<file path="config.mk">
export PLATFORM = sky130hd
export DESIGN_NAME = tc_timer_flat
export DESIGN_NICKNAME = d
export VERILOG_FILES = /design/src/rtl/tc_timer_if.sv /design/src/rtl/tc_timer.sv /design/src/flat_wrapper.sv
export SDC_FILE = /design/constraint.sdc
export NUM_CORES = 1
export LEC_CHECK = 0
export ABC_AREA = 1
export CAP_MARGIN = 20
export CORE_UTILIZATION = 50
export CTS_CLUSTER_DIAMETER = 100
export CTS_CLUSTER_SIZE = 30
export DETAILED_ROUTE_END_ITERATION = 10
export GPL_TIMING_DRIVEN = 0
export PLACE_DENSITY = 0.75
export RECOVER_POWER = 25
export SETUP_SLACK_MARGIN = 0.1
export SLEW_MARGIN = 20
export SYNTH_ARGS = -nofsm -noshare
export SYNTH_HDL_FRONTEND = slang
export SYNTH_SLANG_ARGS = --single-unit
</file>
<file path="constraint.sdc">
create_clock -name clk -period 2 [get_ports clk]
set_clock_uncertainty 0.1 [all_clocks]
set_input_delay 0.5 -clock clk [delete_from_list [all_inputs] [get_ports clk]]
set_output_delay 0.5 -clock clk [all_outputs]
set_load 0.02 [all_outputs]
</file>
<file path="src/rtl/tc_timer_if.sv">
// tc_timer_if: CPU-side register bus and interrupt line of the timer.
// Latency: n/a (wires only); dout is combinational from addr in the timer.
// Backpressure: none; the bus carries no handshake and every write is taken.
interface tc_timer_if;
   logic [1:0]  addr;
   logic        we;
   logic [31:0] din;
   logic [31:0] dout;
   logic        irq;

   modport master (output addr, output we, output din, input dout, input irq);
   modport slave  (input addr, input we, input din, output dout, output irq);
endinterface

</file>
<file path="src/rtl/tc_timer.sv">
// tc_timer: CPU-programmable down-counter with one-shot/auto-reload modes and IRQ; optional prescaler via TC_PRESCALE_EN.
// Latency: irq rises PRESET+2 edges after the CTRL write that sets EN (3 edges for PRESET=0); reads are combinational.
// Backpressure: none; a register write is accepted on every edge where we=1.
module tc_timer (
   input logic     clk,
   input logic     reset,
   tc_timer_if.slave bus
);

   typedef enum logic [1:0] {IDLE, LOAD, CNT, INT} state_t;

   state_t      state;
   logic [3:0]  ctrl;
   logic [31:0] preset;
   logic [31:0] count;
   logic        irq_flag;
   logic        tick;

   logic        im;
   logic [1:0]  mode;
   logic        en;

   assign im   = ctrl[3];
   assign mode = ctrl[2:1];
   assign en   = ctrl[0];

`ifdef TC_PRESCALE_EN
   logic [7:0]  prescale;
   logic [7:0]  psc_cnt;
   // A count step only happens when the prescale counter has run down.
   assign tick = (psc_cnt == 8'd0);
`else
   assign tick = 1'b1;
`endif

   assign bus.irq = im & irq_flag;

   // Combinational read mux; CTRL upper bits and unimplemented words read as zero.
   always_comb begin
      bus.dout = 32'd0;
      case (bus.addr)
         2'd0: bus.dout = {28'd0, ctrl};
         2'd1: bus.dout = preset;
         2'd2: bus.dout = count;
`ifdef TC_PRESCALE_EN
         2'd3: bus.dout = {24'd0, prescale};
`endif
         default: bus.dout = 32'd0;
      endcase
   end

   // Counter FSM and register file; CPU writes are applied last so they win over same-edge FSM updates.
   always_ff @(posedge clk or negedge reset) begin
      if (!reset) begin
         state    <= IDLE;
         ctrl     <= 4'd0;
         preset   <= 32'd0;
         count    <= 32'd0;
         irq_flag <= 1'b0;
`ifdef TC_PRESCALE_EN
         prescale <= 8'd0;
         psc_cnt  <= 8'd0;
`endif
      end else begin
         case (state)
            IDLE: begin
               if (en) state <= LOAD;
            end
            LOAD: begin
               count <= preset;
               state <= CNT;
`ifdef TC_PRESCALE_EN
               psc_cnt <= prescale;
`endif
            end
            CNT: begin
               if (tick) begin
                  // Stop at 0 instead of wrapping; PRESET=0 and 1 both expire on the first tick.
                  if (count > 32'd1) begin
                     count <= count - 32'd1;
                  end else begin
                     count    <= 32'd0;
                     irq_flag <= 1'b1;
                     state    <= INT;
                  end
`ifdef TC_PRESCALE_EN
                  psc_cnt <= prescale;
`endif
               end
`ifdef TC_PRESCALE_EN
               else begin
                  psc_cnt <= psc_cnt - 8'd1;
               end
`endif
            end
            INT: begin
               // Auto-reload drops the flag for a one-cycle pulse; one-shot (and 1x) disables and keeps it.
               if (mode == 2'b01) begin
                  irq_flag <= 1'b0;
               end else begin
                  ctrl[0] <= 1'b0;
               end
               state <= IDLE;
            end
            default: state <= IDLE;
         endcase

         if (bus.we) begin
            case (bus.addr)
               2'd0: begin
                  ctrl     <= bus.din[3:0];
                  irq_flag <= 1'b0;
                  state    <= IDLE;
                  count    <= count;
               end
               2'd1: begin
                  preset   <= bus.din;
                  irq_flag <= 1'b0;
               end
`ifdef TC_PRESCALE_EN
               2'd3: prescale <= bus.din[7:0];
`endif
               default: ;
            endcase
         end
      end
   end

endmodule

</file>
<file path="src/flat_wrapper.sv">
// flat-port wrapper written by rule: the top's interface ports become plain ports
module tc_timer_flat 
  (clk, reset, bus_addr, bus_we, bus_din, bus_dout, bus_irq);
  tc_timer_if bus_i ();
  input logic clk;
  input logic reset;
  input wire logic [$bits(bus_i.addr)-1:0] bus_addr;
  input wire logic [$bits(bus_i.we)-1:0] bus_we;
  input wire logic [$bits(bus_i.din)-1:0] bus_din;
  output wire logic [$bits(bus_i.dout)-1:0] bus_dout;
  output wire logic [$bits(bus_i.irq)-1:0] bus_irq;
  assign bus_i.addr = bus_addr;
  assign bus_i.we = bus_we;
  assign bus_i.din = bus_din;
  assign bus_dout = bus_i.dout;
  assign bus_irq = bus_i.irq;
  tc_timer u_core (.clk(clk), .reset(reset), .bus(bus_i));
endmodule
</file>
==> metrics.md <==
| Metric | Value |
|---|---|
| Cell family with the largest share of critical-path delay | `buffers and inverters` |
| Slowest CP cell | `clkinvlp_4` |
| CP Launch Type | `primary input` |
| Largest net degree at the start of global routing | `41` |
| Wire per inst | `19.25 um` |
| First-pass GRT wire length | `22.86 mm` |
| Synth unique cells | `30` |
| CP arrival | `1.49 ns` |
| Die W | `95.91 um` |
| Iter 0 DRT Violations | `368` |
| Vias/cell | `5.816` |
| Layout cell share with drive strength beyond 1 | `0.3727` |
| #FFs+latches synth | `71` |
| Placed cell count | `750` |
| Status | `complete, but fails checks` |
| Seq/Total Area, Yosys | `0.4030` |
| Hold Vio Cnt, Final | `0` |
| Pwr Density | `1409 mW/mm^2` |
| Worst slew pin tran | `0.8392 ns` |
| Longest Clk Path Bufs | `2` |
| CTS buffer count | `9` |
| Total design power | `8.866 mW` |
| Vias in the first global route | `4376` |
| WP buf/inv | `5` |
| Clock latency on the worst-skew pair | `0.36 ns` |
| Max cap viols | `0` |
| PortBufs | `69` |
| Initial core utilization | `0.5260` |
| Pre-CTS setup slack | `-1.266 ns` |
| Worst Hold Class | `in -> reg` |
| Antenna Cells | `0` |
| Die Ht | `95.91 um` |
| DRC violations left | `0` |
| Synthesized area | `0.004409 mm^2` |
| CP required | `1.40 ns` |
| Syn-to-layout area delta | `42.74%` |
| Max Slew Vio Count | `0` |
| H-tree levels | `3` |
| Clk Tree Root Cell | `clkbuf_8` |
| Failing checks | `negative setup slack` |
| Grt met1 use | `0.4455` |
| Die area | `0.009198 mm^2` |
| CP peak stage delay | `0.21 ns` |
| Fmax | `477.5 MHz` |
| Dominant cells by area after synthesis | `dfrtp_1 40%, nand2_1 8.4%, nor2_1 7.7%, a21oi_1 7.4%, mux2_2 6.4%` |
| Count of final setup violators | `9` |
| Crit-path max FO | `6` |
| Worst-path clk slew | `0.08 ns` |
| Final ANT Viol Nets | `0` |
| Pleak | `2.802 nW` |
| Hold Path Origin | `bus_addr[1]` |
| RSZ-0062 raised after global routing | `true` |
| GRT Overall Usage | `0.3422` |
| Initial antenna violation count | `0` |
| DR vias | `4653` |
| Core box area | `0.008382 mm^2` |
| Fin crit period | `2.094 ns` |
| Layout net count | `732` |
| CTS sink count | `71` |
| Ys Warns | `0` |
| Met2 Use GR | `0.5440` |
| Crit Reg-Reg Startpoint | `u_core.count[0]$_DFFE_PN0P_` |
| Minimum hold slack | `0.4056 ns` |
| Top-level I/O count | `70` |
| Share of the synthesized area in the top cell type | `0.4030` |
| First drt pass iteration count | `5` |
| Final worst path period share | `1.047` |
| PnR worst setup slack | `-0.09415 ns` |
| Max rail drop VDD | `937.5 uV` |
| Normalized max-slew margin | `0.4406` |
| Synthesized net count | `617` |
| Final wirelength | `15.40 mm` |
| Finished Layout Cells | `800` |
| Synthesized area per cell | `7.668 um^2` |
| Cell taking the most area after synthesis | `dfrtp_1` |
| TritonCTS clock tree | `done` |
| Busiest layer in global routing | `met2` |
| Synth Instances | `575` |
| Critical path class | `in -> out` |
| Critical path startpoint | `bus_addr[0]` |
| DP HPWL | `9.916 mm` |
| Cell Chain, Critical Path | `buf_8 > inv_4 > nor2_4 > clkbuf_16 > clkinvlp_4 > o22ai_2 > buf_6` |
| GP Congestion | `0.9108` |
| Site row count | `33` |
| Met3 global-route usage | `0.07820` |
| GRT overflow | `0` |
| Setup crit end kind | `primary output` |
per-stage QoR:
stage                     area (um^2)  setup TNS (ns)  utilization
after CTS                        5926         -0.3594       0.7070
final                            6294         -0.4935       0.7509
after detailed placement         5253          -55.42       0.6267
after floorplan                  4413               0            -
after global placement           5235         -210.84       0.6246
after global routing             6294          -2.392       0.7509
layout make-up:
cell class | instances | area (um^2)
Timing Repair Buffer | 104 | 1007
Inverter | 64 | 249.0
Fill cell | 642 | 2088
Multi-Input combinational cell | 418 | 2673
Sequential cell | 71 | 1790
Tap cell | 105 | 131.4
Clock inverter | 4 | 52.55
Clock buffer | 12 | 165.2
Buffer | 22 | 225.2
synthesized netlist by cell type:
master    number
xor2_1        10
mux2_2        25
nand2_4        2
o221ai_1       3
nand3_2       16
nor2_1        90
a21oi_2        9
inv_1         60
clkbuf_1      13
dfrtp_1       71
and3_1         1
nand3b_1       1
nand2_2        5
o21ai_2        2
nand2_1       99
nor3_1         6
nand3_1       19
nand4_1        4
buf_2          6
o211ai_1       1
o22ai_1        6
inv_2          4
a21oi_1       65
a21oi_4        1
nor2_4         1
o21ai_0       40
buf_4          1
ha_1           5
nor2_2         7
buf_6          2
placed cells by master, fill, tap and decap left out, types with 2 or more instances in the layout:
cell type / instances
clkbuf_8: 15
o21ai_1: 12
o22ai_4: 3
o22ai_2: 2
inv_2: 10
nand2_2: 16
buf_8: 5
buf_6: 21
buf_12: 2
clkbuf_2: 6
o21ai_2: 11
nand4_1: 4
inv_1: 51
buf_16: 2
buf_4: 33
dfrtp_2: 11
clkinvlp_4: 4
nor2_2: 8
nand3_1: 18
nand3_4: 3
nand2_1: 80
a21oi_1: 60
clkdlybuf4s50_1: 33
xor2_1: 10
ha_1: 3
inv_4: 2
ha_4: 2
a21oi_2: 14
o221ai_1: 3
clkbuf_16: 3
nor3_1: 4
buf_2: 15
nand2_4: 10
nor2_1: 74
nor2_4: 16
o21ai_0: 18
dfrtp_1: 60
mux2_2: 25
nand3_2: 14
metal layers:
layer  up-vias  part of all wire
li1       2115                 -
met1      2258              0.40
met2       244              0.49
met3        36             0.083
met4         0             0.027
met5         -                 0
power by group:
part,switching (mW),internal (mW),total (mW)
combinational,2.90,2.04,4.94
clock,0.611,0.679,1.29
sequential,0.662,1.98,2.64
timing repair:
action,in CTS,in global routing
endpoints found under the hold margin,3,0
buffers inserted,17,11
pin swaps,8,19
gates cloned,5,0
gates resized for setup,272,98
hold buffers,1,0
setup endpoints to repair,78,79
final timing paths:
| check | to | slack (ns) | depth (start not counted) |
|---|---|---|---|
| worst max-delay path | bus_dout[19] | -0.09 | 7 |
| worst min-delay path | u_core.irq_flag$_DFF_PN0_ | 0.41 | 3 |
| worst max register to register | u_core.count[0]$_DFFE_PN0P_ | 0.07 | 11 |
| worst min register to register | u_core.ctrl[0]$_DFF_PN0_ | 0.42 | 2 |
| max in group asynchronous | u_core.count[12]$_DFFE_PN0P_ | 0.22 | 3 |
| min in group asynchronous | u_core.preset[3]$_DFFE_PN0P_ | 0.71 | 2 |
flip-flops by register name, indices dropped and copies added, names as in the netlist:
| register | count |
|---|---|
| u_core.ctrl | 4 |
| u_core.state | 2 |
| u_core.irq_flag | 1 |
| u_core.preset | 32 |
| u_core.count | 32 |
worst reg2reg max path, stage by stage (launching register included):
cell and delay [ns]:
dfrtp_1 0.43, buf_6 0.15, ha_4 0.16, nand2_4 0.07, nor2_1 0.05, nand2_1 0.13, nand2_4 0.07, a21oi_4 0.15
buf_12 0.15, clkbuf_4 0.18, nand2_1 0.07, a21oi_1 0.16
logic make-up after synthesis:
group                      Yosys count  synth area share
AOI/OAI and AO/OA                  127            0.1609
buffers and inverters               86           0.07917
and+or+nand+nor                    251            0.2591
DFF                                 71            0.4030
xor gates and xnor gates            10           0.01986
adders and majority gates            5           0.01419
muxes                               25           0.06385
(Power assumes the default switching activity.)
